===== src/rtl/uart_rx_param_if.sv =====
// Consumer-side bundle of the UART receiver: held word, per-word flags and the valid/ready handshake.
interface uart_rx_param_if #(
    parameter int DATA_BITS = 8
);
    logic [DATA_BITS-1:0] data;
    logic                 valid;
    logic                 ready;
    logic                 parity_err;
    logic                 frame_err;
    logic                 brk;
    logic                 overrun;
    logic                 ovr_clr;

    modport master (
        output data, valid, parity_err, frame_err, brk, overrun,
        input  ready, ovr_clr
    );

    modport slave (
        input  data, valid, parity_err, frame_err, brk, overrun,
        output ready, ovr_clr
    );
endinterface


===== src/rtl/uart_rx_param.sv =====
// Parametrised UART receiver: rx synchroniser, oversampling bit timer with a 3-sample vote,
// configurable deframer and a one-entry valid/ready holding register with error flags.
module uart_rx_param #(
    parameter int CLK_DIV    = 4,
    parameter int OVERSAMPLE = 16,
    parameter int DATA_BITS  = 8,
    parameter int PARITY     = 0,
    parameter int STOP_BITS  = 1
) (
    input  logic            clk,
    input  logic            rst,
    input  logic            rx_i,
    uart_rx_param_if.master rx_if
);
    localparam int DIV_W = (CLK_DIV > 1) ? $clog2(CLK_DIV) : 1;
    localparam int OS_W  = $clog2(OVERSAMPLE);

    localparam logic [DIV_W-1:0] DIV_LAST  = DIV_W'(CLK_DIV - 1);
    localparam logic [OS_W-1:0]  OS_LAST   = OS_W'(OVERSAMPLE - 1);
    localparam logic [OS_W-1:0]  OS_PRE    = OS_W'(OVERSAMPLE / 2 - 1);
    localparam logic [OS_W-1:0]  OS_MID    = OS_W'(OVERSAMPLE / 2);
    localparam logic [OS_W-1:0]  OS_DEC    = OS_W'(OVERSAMPLE / 2 + 1);
    localparam logic [3:0]       BIT_LAST  = 4'(DATA_BITS - 1);
    localparam logic [3:0]       STOP_LAST = 4'(STOP_BITS - 1);

    typedef enum logic [2:0] {
        S_IDLE     = 3'd0,
        S_START    = 3'd1,
        S_DATA     = 3'd2,
        S_PARITY   = 3'd3,
        S_STOP     = 3'd4,
        S_BRK_WAIT = 3'd5
    } state_e;

    function automatic logic maj3(input logic a, input logic b, input logic c);
        return (a & b) | (a & c) | (b & c);
    endfunction

    function automatic logic exp_parity(input logic [DATA_BITS-1:0] w);
        return (PARITY == 1) ? ~(^w) : (^w);
    endfunction

    state_e               state_q, state_d;
    logic                 sync1_q, sync2_q;
    logic                 armed_q, armed_d;
    logic [DIV_W-1:0]     div_cnt_q, div_cnt_d;
    logic [OS_W-1:0]      os_cnt_q, os_cnt_d;
    logic [3:0]           bit_cnt_q, bit_cnt_d;
    logic [DATA_BITS-1:0] shift_q, shift_d;
    logic                 samp_pre_q, samp_pre_d;
    logic                 samp_mid_q, samp_mid_d;
    logic                 par_bit_q, par_bit_d;
    logic                 p_err_q, p_err_d;
    logic                 f_err_q, f_err_d;

    logic [DATA_BITS-1:0] data_q, data_d;
    logic                 valid_q, valid_d;
    logic                 pe_q, pe_d;
    logic                 fe_q, fe_d;
    logic                 brk_q, brk_d;
    logic                 ovr_q, ovr_d;

    logic rx_s, tick_s, dec_s, vote_s, brk_now_s;
    logic done_s, done_fe_s, done_brk_s, load_s;

    assign rx_s   = sync2_q;
    assign tick_s = (div_cnt_q == DIV_LAST);
    assign dec_s  = tick_s && (os_cnt_q == OS_DEC);
    assign vote_s = maj3(samp_pre_q, samp_mid_q, rx_s);
    // A break is recognised on the first stop bit only, with every earlier bit low.
    assign brk_now_s = (bit_cnt_q == 4'd0) && !vote_s &&
                       (shift_q == {DATA_BITS{1'b0}}) && ((PARITY == 0) || !par_bit_q);

    // Bit timer, majority sampler and deframing FSM next-state.
    always_comb begin
        state_d    = state_q;
        armed_d    = armed_q;
        div_cnt_d  = div_cnt_q;
        os_cnt_d   = os_cnt_q;
        bit_cnt_d  = bit_cnt_q;
        shift_d    = shift_q;
        samp_pre_d = samp_pre_q;
        samp_mid_d = samp_mid_q;
        par_bit_d  = par_bit_q;
        p_err_d    = p_err_q;
        f_err_d    = f_err_q;
        done_s     = 1'b0;
        done_fe_s  = f_err_q;
        done_brk_s = 1'b0;

        if ((state_q == S_IDLE) || (state_q == S_BRK_WAIT)) begin
            div_cnt_d = {DIV_W{1'b0}};
            os_cnt_d  = {OS_W{1'b0}};
        end else if (tick_s) begin
            div_cnt_d = {DIV_W{1'b0}};
            os_cnt_d  = (os_cnt_q == OS_LAST) ? {OS_W{1'b0}} : os_cnt_q + OS_W'(1);
            if (os_cnt_q == OS_PRE) begin
                samp_pre_d = rx_s;
            end else if (os_cnt_q == OS_MID) begin
                samp_mid_d = rx_s;
            end else begin
                samp_pre_d = samp_pre_q;
            end
        end else begin
            div_cnt_d = div_cnt_q + DIV_W'(1);
        end

        case (state_q)
            S_IDLE: begin
                // Only a fall seen after the line was high in IDLE counts as a start edge.
                if (armed_q && !rx_s) begin
                    state_d   = S_START;
                    armed_d   = 1'b0;
                    bit_cnt_d = 4'd0;
                    par_bit_d = 1'b0;
                    p_err_d   = 1'b0;
                    f_err_d   = 1'b0;
                end else begin
                    armed_d = armed_q | rx_s;
                end
            end
            S_START: begin
                if (dec_s) begin
                    state_d = vote_s ? S_IDLE : S_DATA;
                end else begin
                    state_d = S_START;
                end
            end
            S_DATA: begin
                if (dec_s) begin
                    shift_d = {vote_s, shift_q[DATA_BITS-1:1]};
                    if (bit_cnt_q == BIT_LAST) begin
                        bit_cnt_d = 4'd0;
                        state_d   = (PARITY != 0) ? S_PARITY : S_STOP;
                    end else begin
                        bit_cnt_d = bit_cnt_q + 4'd1;
                    end
                end else begin
                    state_d = S_DATA;
                end
            end
            S_PARITY: begin
                if (dec_s) begin
                    par_bit_d = vote_s;
                    p_err_d   = (vote_s != exp_parity(shift_q));
                    bit_cnt_d = 4'd0;
                    state_d   = S_STOP;
                end else begin
                    state_d = S_PARITY;
                end
            end
            S_STOP: begin
                if (dec_s) begin
                    if (brk_now_s) begin
                        done_s     = 1'b1;
                        done_fe_s  = 1'b1;
                        done_brk_s = 1'b1;
                        state_d    = S_BRK_WAIT;
                    end else if (bit_cnt_q == STOP_LAST) begin
                        done_s    = 1'b1;
                        done_fe_s = f_err_q | ~vote_s;
                        state_d   = S_IDLE;
                    end else begin
                        f_err_d   = f_err_q | ~vote_s;
                        bit_cnt_d = bit_cnt_q + 4'd1;
                    end
                end else begin
                    state_d = S_STOP;
                end
            end
            S_BRK_WAIT: begin
                if (rx_s) begin
                    state_d = S_IDLE;
                end else begin
                    state_d = S_BRK_WAIT;
                end
            end
            default: begin
                state_d = S_IDLE;
            end
        endcase
    end

    assign load_s = done_s && (!valid_q || rx_if.ready);

    // Holding register, handshake and sticky overrun next-state.
    always_comb begin
        data_d  = data_q;
        valid_d = valid_q;
        pe_d    = pe_q;
        fe_d    = fe_q;
        brk_d   = brk_q;
        ovr_d   = ovr_q;

        if (load_s) begin
            data_d  = shift_q;
            pe_d    = p_err_q;
            fe_d    = done_fe_s;
            brk_d   = done_brk_s;
            valid_d = 1'b1;
        end else if (valid_q && rx_if.ready) begin
            valid_d = 1'b0;
        end else begin
            valid_d = valid_q;
        end

        // A new drop has priority over a clear in the same cycle.
        if (done_s && !load_s) begin
            ovr_d = 1'b1;
        end else if (rx_if.ovr_clr) begin
            ovr_d = 1'b0;
        end else begin
            ovr_d = ovr_q;
        end
    end

    // All state; async reset abandons any frame in flight and idles the line high.
    always_ff @(posedge clk or posedge rst) begin
        if (rst) begin
            sync1_q    <= 1'b1;
            sync2_q    <= 1'b1;
            state_q    <= S_IDLE;
            armed_q    <= 1'b0;
            div_cnt_q  <= {DIV_W{1'b0}};
            os_cnt_q   <= {OS_W{1'b0}};
            bit_cnt_q  <= 4'd0;
            shift_q    <= {DATA_BITS{1'b0}};
            samp_pre_q <= 1'b1;
            samp_mid_q <= 1'b1;
            par_bit_q  <= 1'b0;
            p_err_q    <= 1'b0;
            f_err_q    <= 1'b0;
            data_q     <= {DATA_BITS{1'b0}};
            valid_q    <= 1'b0;
            pe_q       <= 1'b0;
            fe_q       <= 1'b0;
            brk_q      <= 1'b0;
            ovr_q      <= 1'b0;
        end else begin
            sync1_q    <= rx_i;
            sync2_q    <= sync1_q;
            state_q    <= state_d;
            armed_q    <= armed_d;
            div_cnt_q  <= div_cnt_d;
            os_cnt_q   <= os_cnt_d;
            bit_cnt_q  <= bit_cnt_d;
            shift_q    <= shift_d;
            samp_pre_q <= samp_pre_d;
            samp_mid_q <= samp_mid_d;
            par_bit_q  <= par_bit_d;
            p_err_q    <= p_err_d;
            f_err_q    <= f_err_d;
            data_q     <= data_d;
            valid_q    <= valid_d;
            pe_q       <= pe_d;
            fe_q       <= fe_d;
            brk_q      <= brk_d;
            ovr_q      <= ovr_d;
        end
    end

    assign rx_if.data       = data_q;
    assign rx_if.valid      = valid_q;
    assign rx_if.parity_err = pe_q;
    assign rx_if.frame_err  = fe_q;
    assign rx_if.brk        = brk_q;
    assign rx_if.overrun    = ovr_q;
endmodule


===== src/flat_wrapper.sv =====
// flat-port wrapper written by rule: the top's interface ports become plain ports
module uart_rx_param_flat 
#(
    parameter int CLK_DIV    = 4,
    parameter int OVERSAMPLE = 16,
    parameter int DATA_BITS  = 8,
    parameter int PARITY     = 0,
    parameter int STOP_BITS  = 1
)
  (clk, rst, rx_i, rx_if_data, rx_if_valid, rx_if_parity_err, rx_if_frame_err, rx_if_brk, rx_if_overrun, rx_if_ready, rx_if_ovr_clr);
  uart_rx_param_if #(.DATA_BITS(DATA_BITS)) rx_if_i ();
  input  logic clk;
  input  logic rst;
  input  logic rx_i;
  output wire logic [$bits(rx_if_i.data)-1:0] rx_if_data;
  output wire logic [$bits(rx_if_i.valid)-1:0] rx_if_valid;
  output wire logic [$bits(rx_if_i.parity_err)-1:0] rx_if_parity_err;
  output wire logic [$bits(rx_if_i.frame_err)-1:0] rx_if_frame_err;
  output wire logic [$bits(rx_if_i.brk)-1:0] rx_if_brk;
  output wire logic [$bits(rx_if_i.overrun)-1:0] rx_if_overrun;
  input wire logic [$bits(rx_if_i.ready)-1:0] rx_if_ready;
  input wire logic [$bits(rx_if_i.ovr_clr)-1:0] rx_if_ovr_clr;
  assign rx_if_data = rx_if_i.data;
  assign rx_if_valid = rx_if_i.valid;
  assign rx_if_parity_err = rx_if_i.parity_err;
  assign rx_if_frame_err = rx_if_i.frame_err;
  assign rx_if_brk = rx_if_i.brk;
  assign rx_if_overrun = rx_if_i.overrun;
  assign rx_if_i.ready = rx_if_ready;
  assign rx_if_i.ovr_clr = rx_if_ovr_clr;
  uart_rx_param #(.CLK_DIV(CLK_DIV), .OVERSAMPLE(OVERSAMPLE), .DATA_BITS(DATA_BITS), .PARITY(PARITY), .STOP_BITS(STOP_BITS)) u_core (.clk(clk), .rst(rst), .rx_i(rx_i), .rx_if(rx_if_i));
endmodule

===== config.mk =====
export PLATFORM = sky130hd
export DESIGN_NAME = uart_rx_param_flat
export DESIGN_NICKNAME = d
export VERILOG_FILES = /design/src/rtl/uart_rx_param_if.sv /design/src/rtl/uart_rx_param.sv /design/src/flat_wrapper.sv
export SDC_FILE = /design/constraint.sdc
export NUM_CORES = 1
export LEC_CHECK = 0
export CORE_ASPECT_RATIO = 0.7
export CORE_MARGIN = 1
export CORE_UTILIZATION = 55
export DETAILED_ROUTE_END_ITERATION = 6
export PLACE_DENSITY = 0.83
export RECOVER_POWER = 25
export SLEW_MARGIN = 20
export SYNTH_ARGS = -nofsm -noshare
export SYNTH_HDL_FRONTEND = slang
export SYNTH_SLANG_ARGS = --single-unit

===== constraint.sdc =====
create_clock -name clk -period 3.7 [get_ports clk]
set_input_delay 0.74 -clock clk [delete_from_list [all_inputs] [get_ports clk]]
set_output_delay 0.74 -clock clk [all_outputs]
set_load 0.03 [all_outputs]

==> results of run 1 <==
-- state kept, by name, summed over array words and instances, names as in the netlist --
name and count:
u_core.bit_cnt_q 4, u_core.os_cnt_q 4, u_core.samp_pre_q 1, u_core.sync1_q 1, u_core.shift_q 8, u_core.rx_s 1, u_core.rx_if.frame_err 1, u_core.rx_if.data 8
u_core.rx_if.overrun 1, u_core.rx_if.parity_err 1, u_core.rx_if.brk 1, u_core.state_q 3, u_core.f_err_q 1, u_core.div_cnt_q 2, u_core.armed_q 1, u_core.p_err_q 1
u_core.samp_mid_q 1, u_core.rx_if.valid 1
-- critical path: stages (launching register included) --
cell and delay [ns]:
dfrtp_1 0.35, ha_1 0.33, nand4b_1 0.44, or4b_4 0.81, mux2_4 0.33
-- how the worst min path moves through the flow --
stage / from / end
floorplan: u_core.sync1_q / u_core.rx_s
global placement: u_core.sync1_q / u_core.rx_s
detailed placement: u_core.sync1_q / u_core.rx_s
CTS: u_core.sync1_q / u_core.rx_s
global route: u_core.sync1_q / u_core.rx_s
finish: u_core.sync1_q / u_core.rx_s
-- layout make-up --
type                       instances  share of cell area, %
tap                               50                  2.687
clock buffer                       6                  3.117
multi-input combinational        137                  39.49
clock inverter                     1                 0.2149
timing repair buffer              18                  7.630
sequential                        41                  44.28
inverter                          16                  2.579
-- power by group --
part	switching, W	total (W)	internal (W)
Clock	0.000144	0.000272	0.000128
Sequential	0.0000267	0.000499	0.000473
Combinational	0.0000954	0.000156	0.0000608
Total	0.000266	0.000928	0.000662
-- through the flow --
step / hold slack [ns] / instances / power (W) / instance area (um^2)
after global placement: 0.3457 / 262 / 0.0006571 / 2251
final: 0.3645 / 269 / 0.0009279 / 2328
after global routing: 0.3707 / 269 / 0.0009733 / 2328
after floorplan: 0.3452 / 203 / 0.0006227 / 2053
after detailed placement: 0.3557 / 262 / 0.0006628 / 2251
after CTS: 0.3664 / 269 / 0.0009346 / 2328
-- cells by family (layout without fill, tap and decap cells) --
logic type | Yosys count | after routing | share of synthesized area [%]
fa+ha+maj | 11 | 11 | 6.581
xor+xnor | 7 | 7 | 2.986
mux | 8 | 8 | 4.631
flops | 41 | 41 | 50.21
buf+inv | 25 | 41 | 4.997
simple gates | 67 | 67 | 17.73
compound gates | 44 | 44 | 12.86
-- cell usage in the layout (no fill, tap or decap), types with 5 or more instances in the layout --
cell type and n:
a21oi_1 8, o21ai_1 18, nand2_1 23, xnor2_1 5
nor2_1 10, inv_1 15, ha_1 10, clkdlybuf4s50_1 15
dfrtp_1 37, nor3_1 6, clkbuf_8 5
-- per-layer routing --
layer / track usage [%] / up-vias / part of all wire, %
met2: 31.53 / 34 / 42
met1: 31.27 / 720 / 53
met5: 0 / - / 0
met3: 5.714 / 7 / 3.7
li1: - / 748 / -
met4: 7.547 / 0 / 1.6
==> impl_metrics.py, run 1 <==
metrics = {
    "run_status": {
        "status": "finished, final reports clean",
    },
    "hold_path": {
        "hold_path_class": "reg -> reg",
        "worstHoldPathCells": 0,
    },
    "setup_path": {
        "r2r_start": "u_core.div_cnt_q[0]",
        "crit_arrival_ns": 2.55,
        "crit_end": "u_core.rx_if.parity_err",
        "path_max_fanout": 20,
        "crit_path_start_kind": "register",
        "rrSetupSlack_ns": 1.34,
        "rr_worst_depth": 4,
        "crit_path_end_kind": "register",
        "crit_required_ns": 3.89,
        "crit_path_start": "u_core.div_cnt_q[0]",
        "r2r-end": "u_core.rx_if.parity_err",
        "crit_type": "reg -> reg",
    },
    "placement": {
        "port-buffer-count": 17,
        "place_ws_ns": 1.295,
        "dp_hpwl_um": 2641,
        "place_congestion": 0.8215,
    },
    "timing": {
        "slew_headroom_pct": 62.82,
        "worst_pin_slew_ns": 0.5540,
        "finClkSkew_ns": 0.01095,
        "fin_crit_ns": 2.363,
        "timing_hold_violations_final": 0,
        "setup_viol": 0,
        "finalCritPeriodShare_pct": 63.88,
        "fmax_mhz": 423.1,
        "grt_setup_unrepaired": "false",
        "fin_tns_setup_ns": 0,
        "setup_slack_ns": 1.337,
        "maxSlewViolCount": 0,
    },
    "die": {
        "die_y_um": 53.12,
        "io_pins": 18,
        "die_area_mm2": 0.003985,
        "start_util_pct": 58.07,
        "fp-row-count": 18,
        "core-area_mm2": 0.003536,
        "die_x_um": 75.03,
    },
    "finish": {
        "multi_input_area_um2": 919.6,
        "final_util_pct": 65.85,
        "regArea_mm2": 0.001031,
        "syn_to_final_growth_pct": 13.41,
        "n_antenna_cell": 0,
        "fillerInstances": 288,
        "nets": 234,
        "drive_above_1_share_pct": 6.393,
    },
    "synth": {
        "synth_top_area_cell": "dfrtp_1",
        "synth_area_mm2": 0.002053,
        "synth.yosys.seq_area_share_pct": 50.21,
        "synth.net_count": 218,
        "syn_area_per_cell_um2": 10.11,
        "ys_types": 45,
        "synth_warnings": 0,
        "synth.top_cell.area_share_pct": 45.09,
        "synth_commonest_cells": "dfrtp_1 (37), nand2_1 (23), o21ai_1 (18)",
        "synth.most_common_cell": "dfrtp_1",
        "synthTopCellsByArea": "dfrtp_1 (45%), ha_1 (6.1%), dfstp_2 (5.1%)",
        "netlist_instances": 203,
        "ys_ff_latch": 41,
        "synth-main-ff-cell": "dfrtp_1",
        "synth_enable_flop_cells": 0,
        "async_flop_share_pct": 100.0,
    },
    "run": {
        "drv_cap": 0,
    },
    "clocking": {
        "cts_buffers": 5,
        "clkTransAtPathRegs_ns": 0.08,
        "cts.path.max_buffers": 2,
        "ctsResizeCount": 0,
        "cts_hold_buffers": 0,
        "clock_latency_ns": 0.30,
        "ctsHtreeMaxLevel": 2,
        "cts_root_buffer": "clkbuf_8",
        "post-cts-setup-buffer-count": 0,
        "numClockSinks": 41,
        "cts_tree": "done",
    },
    "routing": {
        "vias": 1509,
        "drc": 0,
        "first_pass_iters": 4,
        "wirelength_um": 3688,
        "drtIter0Drc": 95,
        "vias_per_cell": 5.610,
        "ant_nets": 0,
        "wl_per_cell_um": 13.71,
    },
    "pwr": {
        "ir_drop_v": 0.0002077,
        "p_per_area_mw_per_mm2": 398.5,
        "p_leak_nw": 1.006,
    },
    "global_routing": {
        "grt_max_degree": 42,
        "overflow": 0,
        "grt_pass1_wl_um": 6210,
        "grt_usage_pct": 21.76,
        "antenna_found_initial": 0,
        "grt_pass1_vias": 1335,
    },
}
(Power assumes the default switching activity.)
==> inputs of run 2 (changes only) <==
Settings changed: CORE_UTILIZATION 55 to 51, PLACE_DENSITY 0.83 to 0.81.
Clock period 3.7 ns to 2.1 ns, I/O delays scaled along.
==> run 2 against run 1 <==
- die area rose by 7.6%
- non-clock buffer count rose by 11
- critical path depth rose by 3
- critical path type unchanged
- largest cell class unchanged
==> impl_metrics.py, run 2 (synthesis gave the netlist of run 1 again) <==
metrics = {
    "hold_path": {
        "holdPathEnd": "u_core.rx_s",
        "hold_path_class": "reg -> reg",
        "worstHoldPathCells": 0,
        "hold_path.startpoint": "u_core.sync1_q",
    },
    "pwr": {
        "power.switching_w": 0.0005099,
        "ir_drop_v": 0.0007194,
        "switching_share_pct": 27.32,
        "combinationalPowerShare_pct": 18.3,
        "finalPower_w": 0.001866,
        "p_per_area_mw_per_mm2": 758.7,
        "seqPwrFrac_pct": 45.7,
        "p_int_w": 0.001356,
        "pwr-share-clk_pct": 36.1,
        "p_leak_nw": 1.079,
    },
    "routing": {
        "ant_nets": 0,
        "vias_per_cell": 5.537,
        "wl_met1_um": 2031,
        "vias": 1556,
        "maxUsedRoutingLayer": "met4",
        "drc": 0,
        "first_pass_iters": 4,
        "wirelength_um": 3996,
        "wl_per_cell_um": 14.22,
        "drtIter0Drc": 103,
        "wl_met3_um": 229,
        "met2_length_um": 1704,
    },
    "setup_path": {
        "crit_required_ns": 2.29,
        "path_cells": "inv_1 -> ha_1 -> or3b_1 -> or4b_4 -> buf_6 -> nand2_1 -> o21ai_1",
        "r2r_start": "u_core.bit_cnt_q[1]",
        "r2r-end": "u_core.rx_if.data[0]",
        "crit_path_start_kind": "register",
        "cp_num_buf_inv": 2,
        "critPathTopFamily": "simple AND/OR/NAND/NOR gates",
        "slowest_stage": "or4b_4",
        "rr_worst_depth": 7,
        "cpPeakStageDelay_ns": 0.54,
        "crit_type": "reg -> reg",
        "crit_arrival_ns": 2.15,
        "rrSetupSlack_ns": 0.14,
        "crit_path_end_kind": "register",
        "path_max_fanout": 18,
    },
    "clocking": {
        "cts.path.max_buffers": 2,
        "clkTransAtPathRegs_ns": 0.08,
        "cts_buffers": 5,
        "cts_tree": "done",
        "numClockSinks": 41,
        "cts_root_buffer": "clkbuf_8",
        "ctsHtreeMaxLevel": 2,
        "clock_latency_ns": 0.30,
    },
    "global_routing": {
        "antenna_found_initial": 0,
        "grt_usage_pct": 21.05,
        "grt_pass1_wl_um": 6713,
        "overflow": 0,
        "grt_pass1_vias": 1414,
        "grt_max_degree": 42,
    },
    "run": {
        "drv_cap": 0,
    },
    "placement": {
        "place_congestion": 0.8705,
        "place_ws_ns": 0.06872,
        "dp.cells": 273,
        "port-buffer-count": 17,
        "dp_hpwl_um": 2818,
    },
    "timing": {
        "finClkSkew_ns": 0.004754,
        "worst_pin_slew_ns": 1.004,
        "maxSlewViolCount": 0,
        "fmax_mhz": 509.7,
        "holdWs_ns": 0.3616,
        "timing_hold_violations_final": 0,
        "fin_crit_ns": 1.962,
        "finalCritPeriodShare_pct": 93.42,
        "slew_headroom_pct": 33.05,
        "setup_slack_ns": 0.1381,
        "grt_setup_unrepaired": "false",
        "setup_viol": 0,
    },
    "die": {
        "start_util_pct": 55.59,
        "die_area_mm2": 0.004288,
        "io_pins": 18,
        "die_y_um": 55.09,
        "fp-row-count": 18,
        "die_x_um": 77.84,
        "core-area_mm2": 0.003694,
    },
    "finish": {
        "final_util_pct": 66.60,
        "n_antenna_cell": 0,
        "nets": 245,
        "layout_common_cells": "dfrtp_1 (37), nand2_1 (23), o21ai_1 (18)",
        "final_common_cell": "dfrtp_1",
        "instances_no_fill": 281,
        "fillerInstances": 304,
        "drive_above_1_share_pct": 12.12,
        "syn_to_final_growth_pct": 19.81,
    },
    "run_status": {
        "status": "finished, final reports clean",
    },
}
-- run 2: changes by cell type in the layout (fill, tap and decap cells not counted) --
cell        delta
clkbuf_1       -1
buf_6          +1
clkinv_2       -1
nor3_1         -1
nor3_2         +1
clkbuf_8       +1
clkinvlp_4     +1
clkbuf_2       +1
bufinv_16      +1
buf_4          +9
-- run 2: area by class of cell --
class / count / area (um^2) / area share [%]
flip-flops and latches: 41 / 1031 / 41.91
multi-input cells: 137 / 924.6 / 37.59
repair buffers: 29 / 261.5 / 10.63
clock buffers: 6 / 82.58 / 3.357
well taps: 50 / 62.56 / 2.543
inverters: 16 / 60.06 / 2.442
clock inverters: 2 / 37.54 / 1.526
-- run 2: timing repair --
action                     in CTS  in global routing
setup endpoints to repair       0                  4
gates resized for setup         0                  2
hold buffers                    0                  0
setup buffers                   0                  0
-- run 2: metal layers --
layer  up-vias  GRT usage [%]
li1        767              -
met1       741          29.16
met2        44          32.30
met3         4          5.574
met4         0          7.862
met5         -              0
-- run 2: worst max-delay path by stage --
stage	from	slack [ns]	cells after the start	end
detailed placement	rx_if_ready	0.07	6	u_core.rx_if.data[0]
global placement	rx_if_ready	0.11	6	u_core.rx_if.data[7]
floorplan	u_core.bit_cnt_q[0]	-0.01	7	u_core.rx_if.brk
global route	u_core.bit_cnt_q[1]	0.04	7	u_core.rx_if.data[6]
CTS	u_core.bit_cnt_q[1]	0.09	7	u_core.rx_if.data[0]
finish	u_core.bit_cnt_q[1]	0.14	7	u_core.rx_if.data[0]
-- run 2: stage by stage --
step / TNS [ns] / instance area, um^2
after floorplan: -0.02586 / 2054
after global placement: 0 / 2333
after detailed placement: 0 / 2333
after CTS: 0 / 2454
after global routing: 0 / 2460
final: 0 / 2460
-- run 2: power by group through the flow --
stage	Sequential (W)	Clock [W]	Combinational [W]
after floorplan	0.000865	0	0.000232
after global placement	0.000868	0	0.000326
after detailed placement	0.000868	0	0.000332
after CTS	0.000852	0.000681	0.000334
after global routing	0.000856	0.000703	0.000390
final	0.000852	0.000673	0.000341
==> inputs of run 3 (changes only) <==
Settings changed: ABC_CLOCK_PERIOD_IN_PS set to 2100.
==> results of run 3 <==
Final layout, timing and power as in run 2 (identical DEF).
